[src/rtl/booth_mac_accumulator.sv]
// Sums a programmed number of signed products into a signed result; SATURATE_EN selects clamping over wrap.
// Latency: result valid the cycle after the last accepted beat; len==0 goes straight to DONE.
// Backpressure: in_ready only while accumulating; result held in DONE until out_ready.
module booth_mac_accumulator #(
  parameter int PROD_W = 8,
  parameter int ACC_W  = 10,
  parameter int LEN_W  = 4
) (
  input  logic              clk,
  input  logic              rst_n,
  input  logic              start,
  input  logic [LEN_W-1:0]  len,
  input  logic              in_valid,
  output logic              in_ready,
  input  logic [PROD_W-1:0] product,
  output logic              out_valid,
  input  logic              out_ready,
  output logic [ACC_W-1:0]  acc_out,
  output logic              overflow,
  output logic              busy
);

  typedef enum logic [1:0] {
    IDLE  = 2'd0,
    ACCUM = 2'd1,
    DONE  = 2'd2
  } state_t;

  localparam logic [ACC_W-1:0] ACC_MAX = {1'b0, {(ACC_W-1){1'b1}}};
  localparam logic [ACC_W-1:0] ACC_MIN = {1'b1, {(ACC_W-1){1'b0}}};

  state_t             state, state_nxt;
  logic [ACC_W-1:0]   acc;
  logic [LEN_W-1:0]   count;
  logic [LEN_W-1:0]   len_q;
  logic               ovf_q;
  logic               take_start;
  logic               beat;

  logic signed [ACC_W-1:0] prod_ext;
  logic [ACC_W-1:0]        sum;
  logic [ACC_W-1:0]        acc_nxt;
  logic                    ovf_add;

  assign prod_ext = ACC_W'($signed(product));
  assign sum      = acc + prod_ext;
  // Same-sign operands whose sum flips sign have left the representable range.
  assign ovf_add  = (acc[ACC_W-1] == prod_ext[ACC_W-1]) && (sum[ACC_W-1] != acc[ACC_W-1]);

`ifdef SATURATE_EN
  assign acc_nxt = ovf_add ? (prod_ext[ACC_W-1] ? ACC_MIN : ACC_MAX) : sum;
`else
  assign acc_nxt = sum;
`endif

  always_ff @(posedge clk or negedge rst_n) begin
    if (!rst_n) begin
      state <= IDLE;
    end else begin
      state <= state_nxt;
    end
  end

  always_comb begin
    state_nxt  = state;
    take_start = 1'b0;
    beat       = 1'b0;
    in_ready   = 1'b0;
    out_valid  = 1'b0;
    busy       = 1'b1;
    case (state)
      IDLE: begin
        busy = 1'b0;
        if (start) begin
          take_start = 1'b1;
          state_nxt  = (len == '0) ? DONE : ACCUM;
        end
      end
      ACCUM: begin
        in_ready = 1'b1;
        if (in_valid) begin
          beat = 1'b1;
          if (count == len_q - LEN_W'(1)) begin
            state_nxt = DONE;
          end
        end
      end
      DONE: begin
        out_valid = 1'b1;
        if (out_ready) begin
          state_nxt = IDLE;
        end
      end
      default: begin
        state_nxt = IDLE;
      end
    endcase
  end

  always_ff @(posedge clk or negedge rst_n) begin
    if (!rst_n) begin
      acc   <= '0;
      count <= '0;
      len_q <= '0;
      ovf_q <= 1'b0;
    end else if (take_start) begin
      acc   <= '0;
      count <= '0;
      len_q <= len;
      ovf_q <= 1'b0;
    end else if (beat) begin
      acc   <= acc_nxt;
      count <= count + LEN_W'(1);
      if (ovf_add) begin
        ovf_q <= 1'b1;
      end
    end
  end

  assign acc_out  = acc;
  assign overflow = ovf_q;

endmodule
[config.mk]
export PLATFORM = sky130hd
export DESIGN_NAME = booth_mac_accumulator
export DESIGN_NICKNAME = d
export VERILOG_FILES = /design/src/rtl/booth_mac_accumulator.sv
export SDC_FILE = /design/constraint.sdc
export NUM_CORES = 1
export LEC_CHECK = 0
export BUFFER_PORTS_ARGS = -buffer_cell sky130_fd_sc_hd__buf_4
export CAP_MARGIN = 20
export CORE_ASPECT_RATIO = 1.4
export CORE_UTILIZATION = 49
export DETAILED_ROUTE_END_ITERATION = 8
export GPL_TIMING_DRIVEN = 0
export PLACE_DENSITY = 0.73
export SLEW_MARGIN = 0
export SYNTH_ARGS = -nofsm -noshare
export SYNTH_HDL_FRONTEND = slang
export SYNTH_SLANG_ARGS = --single-unit
[constraint.sdc]
create_clock -name clk -period 3.12 [get_ports clk]
set_clock_uncertainty 0.05 [all_clocks]
set_input_delay 0.624 -clock clk [delete_from_list [all_inputs] [get_ports clk]]
set_output_delay 0.624 -clock clk [all_outputs]
set_load 0.01 [all_outputs]
==> results.md, run 1 <==
- The clock-pin slew of the registers on the worst-case setup and hold paths is 0.13 ns.
- The headroom to the max-slew limit is approximately 64%.
- In this run the core area contains 22 standard-cell rows.
- The maximum number of pins on one net before global-route repair is 22.
- The number of antenna violations at the first check in global routing is 0.
- The number of vias in the routed layout is 1,087.
- The number of nets in the layout is 195.
- The worst setup path is of the in -> reg kind.
- The maximum buffer depth of the clock tree is 2.
- The number of nets in the synthesized netlist is 160.
- The number of max-slew violations in the final report was 0.
- For the worst setup path, the data required time is ~3.3 ns.
- The post-detailed-route wirelength per cell is 13.0 um.
- Timing would allow up to 453 MHz.
- TritonCTS built the clock tree.
- The area taken by flip-flops and latches is 526 um^2.
- The unique cell type count in the Yosys netlist is 33.
- The routed design has roughly 2600 um of wire.
- The count of buffers added on input and output ports is 30.
- The clock root buffer master is clkbuf_4.
- The post-synthesis instance area is about 0.0013 mm^2.
- Setup slack closes at 0.912 ns.
- For the worst-skew pair, the clock arrives at the later sink with an insertion delay of ~0.31 ns.
- The final HPWL from detailed placement is 2040 um.
- The final instance area is 0.00164 mm^2.
- The die is 63.9 um tall.
- The post-synthesis register bit count is 21.
- The count of endpoints failing hold in the final timing report is 0.
- The sequential share of the synthesized area is 39.1%.
- The region available for standard cell placement spans 0.00262 mm^2.
- Summed over all layers, the global routing overflow is 0.
- The analysis attributes to cell leakage a power of 0.830 nW.
- In this run the biggest area consumer among cell types represents between 30% and 40% of the synthesized area.
- The peak supply drop is 0.480 mV.
- The repair_antennas step left the layout with diodes totalling 0.
- The critical register-to-register path endpoint is acc_out[8].
- The area added between synthesis and finish is 22.2%.
- STA classifies the critical path startpoint as an input port.
- The setup slack on the worst flop-to-flop path is 0.92 ns.
- Net switching is 42.1% of the power.
- Counting I/O delays and the setup requirement, the final critical path takes 2.21 ns.
- After routing, the total negative slack on setup checks comes to 0 ns.
- The global-route wire length before repair is around 4700 um.
- The initial cell density of the core is between 50 and 60%.
- After synthesis, the cell types taking the most area are dfrtp_1 39%, ha_1 10%, xor2_1 5.2%, xnor2_1 4.6%, nand2_1 4.2%.
- Power spread over the standard cell area amounts to 865 mW/mm^2.
- The path depth of the worst reg2reg path is 8.
- The area of the multi-input gates is just under 800 um^2.
- The cell count after synthesis came out at 131.
- The number of setup buffers added after CTS is 0.
- The number of primary I/O pins is 31.
- The via count of the first global-routing pass is 1,147.
- In this run the number of H-tree levels came out at 1.
- Leaving out filler cells and counting taps, the final layout contains 201.
- The area of the die is a little under 0.003 mm^2.
- The detailed-router iteration count before antenna repair is 4.
- The first routing iteration left 13 violations.
- The congestion estimate from routability-driven global placement came to about 0.76.
- In this run the critical register-to-register path is launched from acc_out[0].
- Internal power comes to around 0.8 mW.
- The sink count of the clock tree is 21.
- In this run the remaining antenna-violating nets after routing total 0.
- The final critical path takes up 70.8% of the cycle.
- The max-cap violation count is 0.
- Setup repair after global routing left no endpoint under its margin.
- Combinational logic burns 57.2% of the power.
- The analysis attributes to net switching a power of 0.597 mW.
- The worst hold path belongs to the class in -> async.
- In this run, post-CTS repair resized a total of 0 instances.
- Data arrives at the worst endpoint at 2.36 ns.
- Registers are responsible for 33.3% of the overall power.
- The final-report setup violation count is 0.
- The share of cells above drive strength 1 is 26.1%.
- The largest driver fanout on the critical path is 2.
- The remaining design rule violation count is 0.
- From left edge to right edge, the die measures 46.2 um.
- Using the TritonRoute via totals, the vias-per-cell ratio works out to 5.41.
- The clock network accounts for 9.5% of the total power.
- The number of cells after detailed placement is 197.
- The cell area after placement is between 0.0015 and 0.002 mm^2.
- The combined global-route utilization of all metal layers is 21.5%.
- The sort of element at the end of the critical path is a flop.
- OpenSTA, run right after detailed placement, puts the worst setup slack at approximately 0.56 ns.
- In this run the mean area of a mapped cell was 10.2 um^2.
- The number of warning messages in the yosys log is 0.
- The largest area contributor in the netlist is dfrtp_1.
- After clock tree synthesis, the flow added hold-fix buffers numbering 0.
- The CTS buffer count is 3.
- The flow ran to the end, and the final reports show no timing, DRC or antenna violations.
- The pin slew with the least headroom to its limit is around 0.54 ns.
- The number of fill cells in the layout is 225.
==> cell usage in the layout (no fill, tap or decap), types with 7 or more instances in the layout <==
cell type  Yosys  final
buf_4          0     30
dfrtp_1       21     21
ha_1          11     11
nand2_1       15     15
o21ai_1       11     11
xnor2_1        7      7
xor2_1         8      8
==> metal layers <==
metal / GRT usage, % / share of wire, % / vias up
li1: - / - / 525
met3: 1.98 / 4.5 / 4
met4: 9.56 / 1.3 / 0
met5: 0 / 0 / -
met2: 38.0 / 53 / 37
met1: 24.8 / 41 / 521
==> layout make-up <==
type                    count  share of cell area [%]
plain buffers               3                    1.83
clock buffers               3                    1.37
clock inverters             1                   0.305
inverters                   5                    1.14
multi-input cells         102                    46.8
flip-flops and latches     21                    32.0
well taps                  36                    2.75
repair buffers             30                    13.7
==> sequential cells by signal, summed over array words and instances, names as in the netlist <==
name	count
count	4
state	2
len_q	4
overflow	1
acc_out	10
==> worst max path at each step <==
stage          startpoint         end  slack, ns  cells past startpoint
2_1_floorplan  product[0]  acc_out[6]       0.88                      8
6_report       product[0]  acc_out[8]       0.91                      9
3_5_place_dp   product[0]  acc_out[6]       0.56                      9
3_3_place_gp   product[0]  acc_out[6]       0.62                      9
4_1_cts        acc_out[0]  acc_out[6]       0.91                      8
5_1_grt        acc_out[0]  acc_out[6]       0.81                      8
==> metrics by stage <==
stage	utilization, %	power [mW]	hold slack, ns
2_1_floorplan	-	1.04	0.278
3_3_place_gp	61.7	1.27	0.431
3_5_place_dp	61.7	1.29	0.435
4_1_cts	62.7	1.43	0.132
5_1_grt	62.7	1.55	0.127
6_report	62.7	1.42	0.118
==> worst max-delay path, stage by stage <==
cell and delay (ns):
buf_4 0.11, ha_1 0.23, fa_1 0.43, a21o_1 0.18, a21oi_1 0.23, o21bai_1 0.13, a21oi_1 0.19, xor2_1 0.17
o21ai_1 0.07
==> cell usage after synthesis <==
cell type / number
and2_1: 2
a21oi_1: 5
o211ai_2: 1
xor2_1: 8
nand2_1: 15
dfrtp_1: 21
fa_1: 1
nor3_1: 2
buf_8: 1
o21bai_1: 2
buf_6: 1
o21ai_0: 1
and3_2: 1
nor2b_1: 2
clkbuf_1: 1
o21ai_1: 11
a31oi_4: 1
nand4_1: 1
nand2b_1: 1
a22o_1: 3
a21oi_2: 3
xnor2_1: 7
ha_1: 11
nor2_1: 5
mux2_1: 4
o21ai_4: 1
o41ai_1: 1
nand3_1: 3
a31oi_1: 2
nor3b_1: 1
inv_1: 5
a21o_1: 5
mux2i_1: 2
==> logic make-up after synthesis <==
logic type	share of synthesized area (%)
adder cells (fa/ha/maj)	11.7
flip-flops	39.1
AO/OA/AOI/OAI	19.5
buffers and inverters	3.63
XOR/XNOR	9.79
AND/OR/NAND/NOR	11.4
multiplexers	4.85
==> power by group through the flow <==
stage	clock, mW	sequential [mW]	combinational [mW]
3_3_place_gp	0	0.472	0.795
5_1_grt	0.148	0.489	0.913
2_1_floorplan	0	0.483	0.562
6_report	0.135	0.473	0.811
4_1_cts	0.137	0.475	0.821
3_5_place_dp	0	0.480	0.815
(Power assumes the default switching activity.)
==> run 2: changes to the inputs <==
--- a/config.mk
+++ b/config.mk
@@ -5,13 +5,14 @@
 export SDC_FILE = /design/constraint.sdc
 export NUM_CORES = 1
 export LEC_CHECK = 0
+export ABC_AREA = 1
 export BUFFER_PORTS_ARGS = -buffer_cell sky130_fd_sc_hd__buf_4
 export CAP_MARGIN = 20
 export CORE_ASPECT_RATIO = 1.4
 export CORE_UTILIZATION = 49
 export DETAILED_ROUTE_END_ITERATION = 8
 export GPL_TIMING_DRIVEN = 0
-export PLACE_DENSITY = 0.73
+export PLACE_DENSITY = 0.72
 export SLEW_MARGIN = 0
 export SYNTH_ARGS = -nofsm -noshare
 export SYNTH_HDL_FRONTEND = slang
==> constraint.sdc (replaced) <==
create_clock -name clk -period 2.2 [get_ports clk]
set_clock_uncertainty 0.05 [all_clocks]
set_input_delay 0.44 -clock clk [delete_from_list [all_inputs] [get_ports clk]]
set_output_delay 0.44 -clock clk [all_outputs]
set_load 0.01 [all_outputs]
==> run 2 against run 1 <==
Net effect: critical endpoint is now acc_out[6]; routed wire length up 26%; the flow now finishes with violations (hold timing); sequential share of layout area down 2.5 points; non-clock buffer count down 2; combinational power up 62%; core utilization down 0.19 points; first-iteration DRC count up 62%; setup slack worse by 0.70 ns; sequential power up 40%; synthesized cell count up 55%; count of clock-buffer cells in the layout unchanged; critical path depth unchanged.
==> results.md, run 2 <==
- The die extent in y is 66.7 um (+4.3%).
- The average cell area after synthesis is 7.21 um^2 (-30%).
- The worst-skew pair later-pin latency was 0.26 ns (-0.05 ns).
- The number of hold buffers added after CTS is 0 (unchanged).
- The largest driver fanout on the critical path is 4 (+2).
- The cell area after placement is 0.00174 mm^2 (+7.6%).
- The static leakage power is 0.985 nW (+19%).
- The most used flip-flop cell after synthesis is dfrtp_1.
- The number of cell rows is 23 (+4.5%).
- The non-filler instance count after layout is 274 (+36%).
- The setup slack after placement is 0.0370 ns (-0.525 ns).
- The final worst-path setup slack is 0.208 ns (-0.704 ns).
- The area added between synthesis and finish is 21.7%.
- The synthesized instance count came to 203 (+55%).
- The maximum number of pins on one net before global-route repair is 22 (unchanged).
- The fraction of the cycle the final worst path needs is around nine tenths.
- The clock root buffer master is clkbuf_8.
- The arrival time of data at the critical path endpoint came to 2.10 ns (-0.26 ns).
- The number of buffers inserted by port buffering is 30 (unchanged).
- The pin slew with the least headroom to its limit is 0.265 ns (-0.275 ns).
- The final global-route overflow total is 0 (unchanged).
- The post-detailed-route wirelength per cell is 12.1 um (-7.3%).
- The number of warning messages in the yosys log is 0 (unchanged).
- The area of the die was 0.00321 mm^2 (+8.7%).
- The count of endpoints failing hold in the final timing report was 11 (+11).
- In the post-synthesis netlist, the cell with the most instances is nand2_1.
- Yosys attributes the largest share of cell area to dfrtp_1 36%, nand2_1 16%, ha_1 9.4%, nand3_1 5.8%, inv_1 5.6%.
- The headroom to the max-slew limit is 82.3% (+19 points).
- The global placer's final weighted congestion is 0.811 (+6.3%).
- The required time of the worst setup path was 2.31 ns (-0.96 ns).
- The initial cell density of the core is 51.4% (about the same).
- The number of primary I/O pins is 31 (unchanged).
- The count of antenna-violating nets left after detailed routing is 0 (unchanged).
- The accumulated negative setup slack is 0 ns (unchanged).
- The detailed-router iteration count before antenna repair was 5 (+1).
- The top cell types in the final layout, fill and taps aside, are 62 x nand2_1, 30 x buf_4, 22 x inv_1.
- The leading cell type in the layout, fill and taps excluded is nand2_1.
- The number of flip-flops in the largest register is 10 (unchanged).
- The post-synthesis register bit count was 21 (unchanged).
- The number of setup buffers added after CTS is 0 (unchanged).
- The worst hold path belongs to the class in -> async.
- The peak supply drop came to 0.892 mV (+86%).
- The maximum buffer depth of the clock tree is 2 (unchanged).
- The sequential share of the synthesized area is 35.9% (-3.2 points).
- The share of flip-flops with an asynchronous set or reset was 100% (unchanged).
- The number of inserted diodes is 0 (unchanged).
- The minimum hold slack is -0.00449 ns (-0.122 ns).
- The number of vias in the routed layout is 1,438 (+32%).
- The via count of the first global-routing pass is 1,410 (+23%).
- The number of nets in the synthesized netlist came to 232 (+45%).
- The combined global-route utilization of all metal layers came to 24.1% (+2.6 points).
- The clock-pin slew of the registers on the worst-case setup and hold paths is 0.08 ns (-0.05 ns).
- The sink count of the clock tree was 21 (unchanged).
- The width of the die is 48.2 um (+4.2%).
- The post-synthesis instance area is 0.00146 mm^2 (+9.0%).
- The number of gates resized after CTS is 0 (unchanged).
- The critical path class is reg -> reg.
- The final-report setup violation count is 0 (unchanged).
- The total power draw is 2.22 mW (+56%).
- The unique cell type count in the Yosys netlist was 26 (-21%).
- The CTS buffer count was 3 (unchanged).
- The total core area is 0.00285 mm^2 (+8.9%).
- The run finished, with violations left.
- The remaining design rule violation count is 0 (unchanged).
- After synthesis, the most frequently instantiated cells are 62 x nand2_1, 22 x inv_1, 21 x dfrtp_1.
- The final HPWL from detailed placement is 2720 um (+34%).
- The CTS H-tree depth was 1 (unchanged).
- Static timing analysis puts the maximum clock frequency at 502 MHz.
- The share of cells above drive strength 1 is 19.8% (-6.2 points).
- The launching element type of the critical path is a flop.
- Summed over all instances, the cell type with the most area after synthesis is dfrtp_1.
- The max-cap violation count is 0 (unchanged).
- Setup repair after global routing left no endpoint under its margin.
- The CTS tree is done.
- The global-route wire length before repair came to 5530 um (+18%).
- The clock period could shrink to 1.99 ns.
- The final wirelength is 3320 um (+26%).
- The final instance area was 0.00178 mm^2 (+8.6%).
- The final core utilization came to 62.5% (-0.19 points).
- The final reports fail on hold timing.
- The sort of element at the end of the critical path is a flop.
- The mean number of vias per cell is 5.25 (-3.0%).
- The number of nets in the layout is 267 (+37%).
- The violation count after the first detailed-route iteration was 21 (+8).
- The area fraction of the dominant cell type after synthesis is 35.9% (-3.2 points).
- The number of max-slew violations in the final report is 0 (unchanged).
- The number of antenna violations at the first check in global routing is 0 (unchanged).
- The number of cells after detailed placement is 270 (+37%).
- The number of synthesized flops with an enable pin is 0 (unchanged).
- The ratio of total power to cell area was 1250 mW/mm^2 (+44%).
==> run 2: worst paths after layout <==
check	start	endpoint	slack (ns)	cells past startpoint
min	rst_n	count[3]	-0.004	1
max in group asynchronous	rst_n	acc_out[3]	1.89	1
max	acc_out[0]	acc_out[6]	0.21	9
min in group clk	len[0]	len_q[0]	0.34	3
min reg2reg	count[3]	count[3]	0.45	1
max reg2reg	acc_out[0]	acc_out[6]	0.21	9
==> run 2: cell type report <==
cell class / count / area [um^2]
buffer: 1 / 11.3
clock buffer: 3 / 41.3
clock inverter: 1 / 5.00
fill: 265 / 1070
inverter: 27 / 103
multi-input combinational: 154 / 825
sequential: 21 / 526
tap: 37 / 46.3
timing repair buffer: 30 / 225
==> run 2: metal layers <==
layer	GRT usage [%]	up-vias	wire, um
met4	9.38	0	17
met2	46.2	31	1850
met1	24.5	675	1350
met3	2.17	2	91
met5	0	-	0
li1	-	730	-
==> run 2: cells by family (layout without fill, tap and decap cells) <==
kind of cell,count (synthesis),in the layout,synth area share (%)
adder cells (fa/ha/maj),12,12,10.8
XOR/XNOR,1,1,0.598
flip-flops,21,21,35.9
buffers and inverters,28,62,7.78
AO/OA/AOI/OAI,33,33,12.7
AND/OR/NAND/NOR,108,108,32.3
==> run 2: where the power goes <==
| group | internal, mW | switching, mW | total [mW] |
|---|---|---|---|
| clock | 0.126 | 0.128 | 0.254 |
| sequential | 0.540 | 0.121 | 0.661 |
| combinational | 0.540 | 0.766 | 1.31 |
| total | 1.21 | 1.01 | 2.22 |
==> run 2: critical path, cell delays in order (launching register included) <==
cell and delay [ns]:
dfrtp_1 0.40, ha_1 0.24, fa_1 0.41, nand3_1 0.09, nand3_1 0.14, nand3_1 0.11
nand2_1 0.06, or2_2 0.27, nand3_1 0.07, nand2_1 0.05
==> run 3: changes to the inputs <==
--- a/config.mk
+++ b/config.mk
@@ -12,7 +12,7 @@
 export CORE_UTILIZATION = 49
 export DETAILED_ROUTE_END_ITERATION = 8
 export GPL_TIMING_DRIVEN = 0
-export PLACE_DENSITY = 0.72
+export PLACE_DENSITY = 0.73
 export SLEW_MARGIN = 0
 export SYNTH_ARGS = -nofsm -noshare
 export SYNTH_HDL_FRONTEND = slang
==> run 3 against run 2 <==
Net effect: the flow still finishes with violations (hold timing); routed wire length is 8.3% lower; die area stayed put; flip-flop and latch count stayed put; count of clock-buffer cells in the layout is 1 higher; via count is 3.5% lower; critical path depth stayed put; combinational power is 3% lower; core utilization hardly changed; setup slack better by 0.021 ns; clock power is 6% higher; register-to-register slack better by 0.02 ns; critical path type unchanged; critical endpoint unchanged; highest routed layer unchanged.
==> results.md, run 3 (synthesized netlist as in run 2, its figures left out) <==
- The max-cap violation count is 0 (unchanged).
- Among all stages on the critical path, the largest delay is contributed by fa_1.
- The clock-pin slew of the registers on the worst-case setup and hold paths is 0.08 ns (about the same).
- The final core utilization is 62.5% (about the same).
- The path depth of the worst reg2reg path is 9 (unchanged).
- The CTS H-tree depth is 1 (unchanged).
- The headroom to the max-slew limit is 80.7% (-1.7 points).
- STA classifies the critical path endpoint as a flop.
- The fraction of the cycle the final worst path needs came to 89.6% (-0.94 points).
- The number of vias in the routed layout is 1,387 (-3.5%).
- The number of cell rows is 23 (unchanged).
- The final global-route overflow total was 0 (unchanged).
- The maximum cell stage delay along the critical path is 0.42 ns (about the same).
- The most frequent cell on the critical path is nand3_1.
- The final wirelength is 3040 um (-8.3%).
- The CTS buffer count is 3 (unchanged).
- The clock period minus worst slack is 1.97 ns (-0.0206 ns).
- The leading cell type in the layout, fill and taps excluded is nand2_1.
- The area of the die is 0.00321 mm^2 (unchanged).
- The critical path class is reg -> reg.
- The post-detailed-route wirelength per cell is 11.1 um (-8.3%).
- The via count of the first global-routing pass was 1,292 (-8.4%).
- The worst setup path is launched from a flop.
- The flow ran to the end, but the final reports show violations.
- The share of cells above drive strength 1 is 19.4% (-0.42 points).
- The number of hold buffers added after CTS was 0 (unchanged).
- The number of gates resized after CTS is 0 (unchanged).
- The type of the most critical hold path is in -> async.
- The die extent in y is 66.7 um (unchanged).
- The number of flip-flops in the largest register is 10 (unchanged).
- The number of primary I/O pins was 31 (unchanged).
- The ratio of total power to cell area is 1230 mW/mm^2 (-0.98%).
- The peak supply drop is 0.744 mV (-17%).
- The worst-skew pair later-pin latency was 0.27 ns (about the same).
- The number of cells on the critical path is 9 (unchanged).
- The sink count of the clock tree is 21 (unchanged).
- In this run the critical register-to-register path is captured at acc_out[6].
- The number of buffers inserted by port buffering is 30 (unchanged).
- The number of nets in the layout is 267 (unchanged).
- The required time of the worst setup path is 2.32 ns (about the same).
- The top cell types in the final layout, fill and taps aside, are 62 x nand2_1, 30 x buf_4, 22 x inv_1.
- The initial cell density of the core was 51.4% (unchanged).
- The largest driver fanout on the critical path is 4 (unchanged).
- The total core area is 0.00285 mm^2 (unchanged).
- The detailed-router iteration count before antenna repair came to 4 (-1).
- The final HPWL from detailed placement is 2360 um (-14%).
- The minimum hold slack is -0.00309 ns (+0.00140 ns).
- Walking the worst path, the cells encountered are ha_1, fa_1, nand3_1, nand3_1, nand3_1, nand2_1, or2_2, nand3_1, nand2_1.
- The global placer's final weighted congestion is 0.899 (+11%).
- The global-route wire length before repair is 5110 um (-7.6%).
- The family of cells with the greatest summed delay on the critical path is simple AND/OR/NAND/NOR gates.
- The count of endpoints failing hold in the final timing report is 7 (-4).
- The total buffers and inverters traversed by the critical path is 0 (unchanged).
- The maximum buffer depth of the clock tree is 2 (unchanged).
- The pin slew with the least headroom to its limit is 0.290 ns (+0.0250 ns).
- The setup slack after placement was 0.0536 ns (+0.0166 ns).
- The number of max-slew violations in the final report is 0 (unchanged).
- TritonCTS built the clock tree.
- CTS placed an instance of clkbuf_8 at the clock tree root.
- The final worst-path setup slack came to 0.229 ns (+0.0206 ns).
- The number of inserted diodes was 0 (unchanged).
- Setup repair after global routing left no endpoint under its margin.
- The arrival time of data at the critical path endpoint is 2.09 ns (about the same).
- The final-report setup violation count is 0 (unchanged).
- The width of the die is 48.2 um (unchanged).
- The number of setup buffers added after CTS is 0 (unchanged).
- The static leakage power was 0.982 nW (-0.28%).
- The combined global-route utilization of all metal layers was 22.2% (-1.9 points).
- The launch point of the worst path is acc_out[0].
- The maximum number of pins on one net before global-route repair is 22 (unchanged).
- The startpoint of the most critical register-to-register path is acc_out[0].
- The accumulated negative setup slack came to 0 ns (unchanged).
- The maximum frequency from static timing analysis is 507 MHz (+1.0%).
- The final reports fail on hold timing.
- The number of antenna violations at the first check in global routing is 0 (unchanged).
- The area added between synthesis and finish is 21.6% (about the same).
- The mean number of vias per cell is 5.06 (-3.5%).
- The setup slack on the worst flop-to-flop path is 0.23 ns (+0.02 ns).
- The violation count after the first detailed-route iteration is 15 (-29%).
- The remaining design rule violation count is 0 (unchanged).
- The number of fill cells in the layout came to 280 (+5.7%).
- The count of antenna-violating nets left after detailed routing is 0 (unchanged).
## run 3: changes by cell type in the layout (fill, tap and decap cells not counted)
| cell | change |
|---|---|
| clkbuf_1 | +1 |
| clkinv_2 | -1 |
## run 3: worst reg2reg max path, cell delays in order, from the launching register on
cell	delay, ns
dfrtp_1	0.40
ha_1	0.24
fa_1	0.42
nand3_1	0.09
nand3_1	0.13
nand3_1	0.10
nand2_1	0.06
or2_2	0.27
nand3_1	0.07
nand2_1	0.05
## run 3: routing by layer
layer,GRT usage [%],up-vias,wire length [um]
met5,0,-,0
met4,9.38,0,57
met3,2.44,6,122
met2,39.7,32,1570
met1,24.7,618,1290
li1,-,731,-
## run 3: layout make-up
type	count	area (um^2)	area share [%]
well taps	37	46.3	2.60
inverters	27	103	5.76
plain buffers	1	11.3	0.632
multi-input cells	154	825	46.3
flip-flops and latches	21	526	29.5
clock buffers	4	45.0	2.53
repair buffers	30	225	12.6
## run 3: power by group
group          internal [mW]  switching (mW)
clock network          0.129           0.138
registers              0.540           0.117
logic                  0.537           0.735
total                   1.21           0.991
## run 3: worst max path at each step
stage and end:
2_1_floorplan acc_out[6], 3_3_place_gp acc_out[6], 3_5_place_dp acc_out[6], 4_1_cts acc_out[6], 5_1_grt acc_out[6], 6_report acc_out[6]
## run 3: stage by stage
stage                     instance area (um^2)  cells  hold WS, ns  total power, mW
after global routing                      1780    274       0.0152             2.44
after detailed placement                  1740    270        0.297             1.95
after CTS                                 1780    274      0.00488             2.22
after floorplan                           1460    203       0.0944             1.56
after global placement                    1740    270        0.300             1.93
final                                     1780    274     -0.00309             2.20
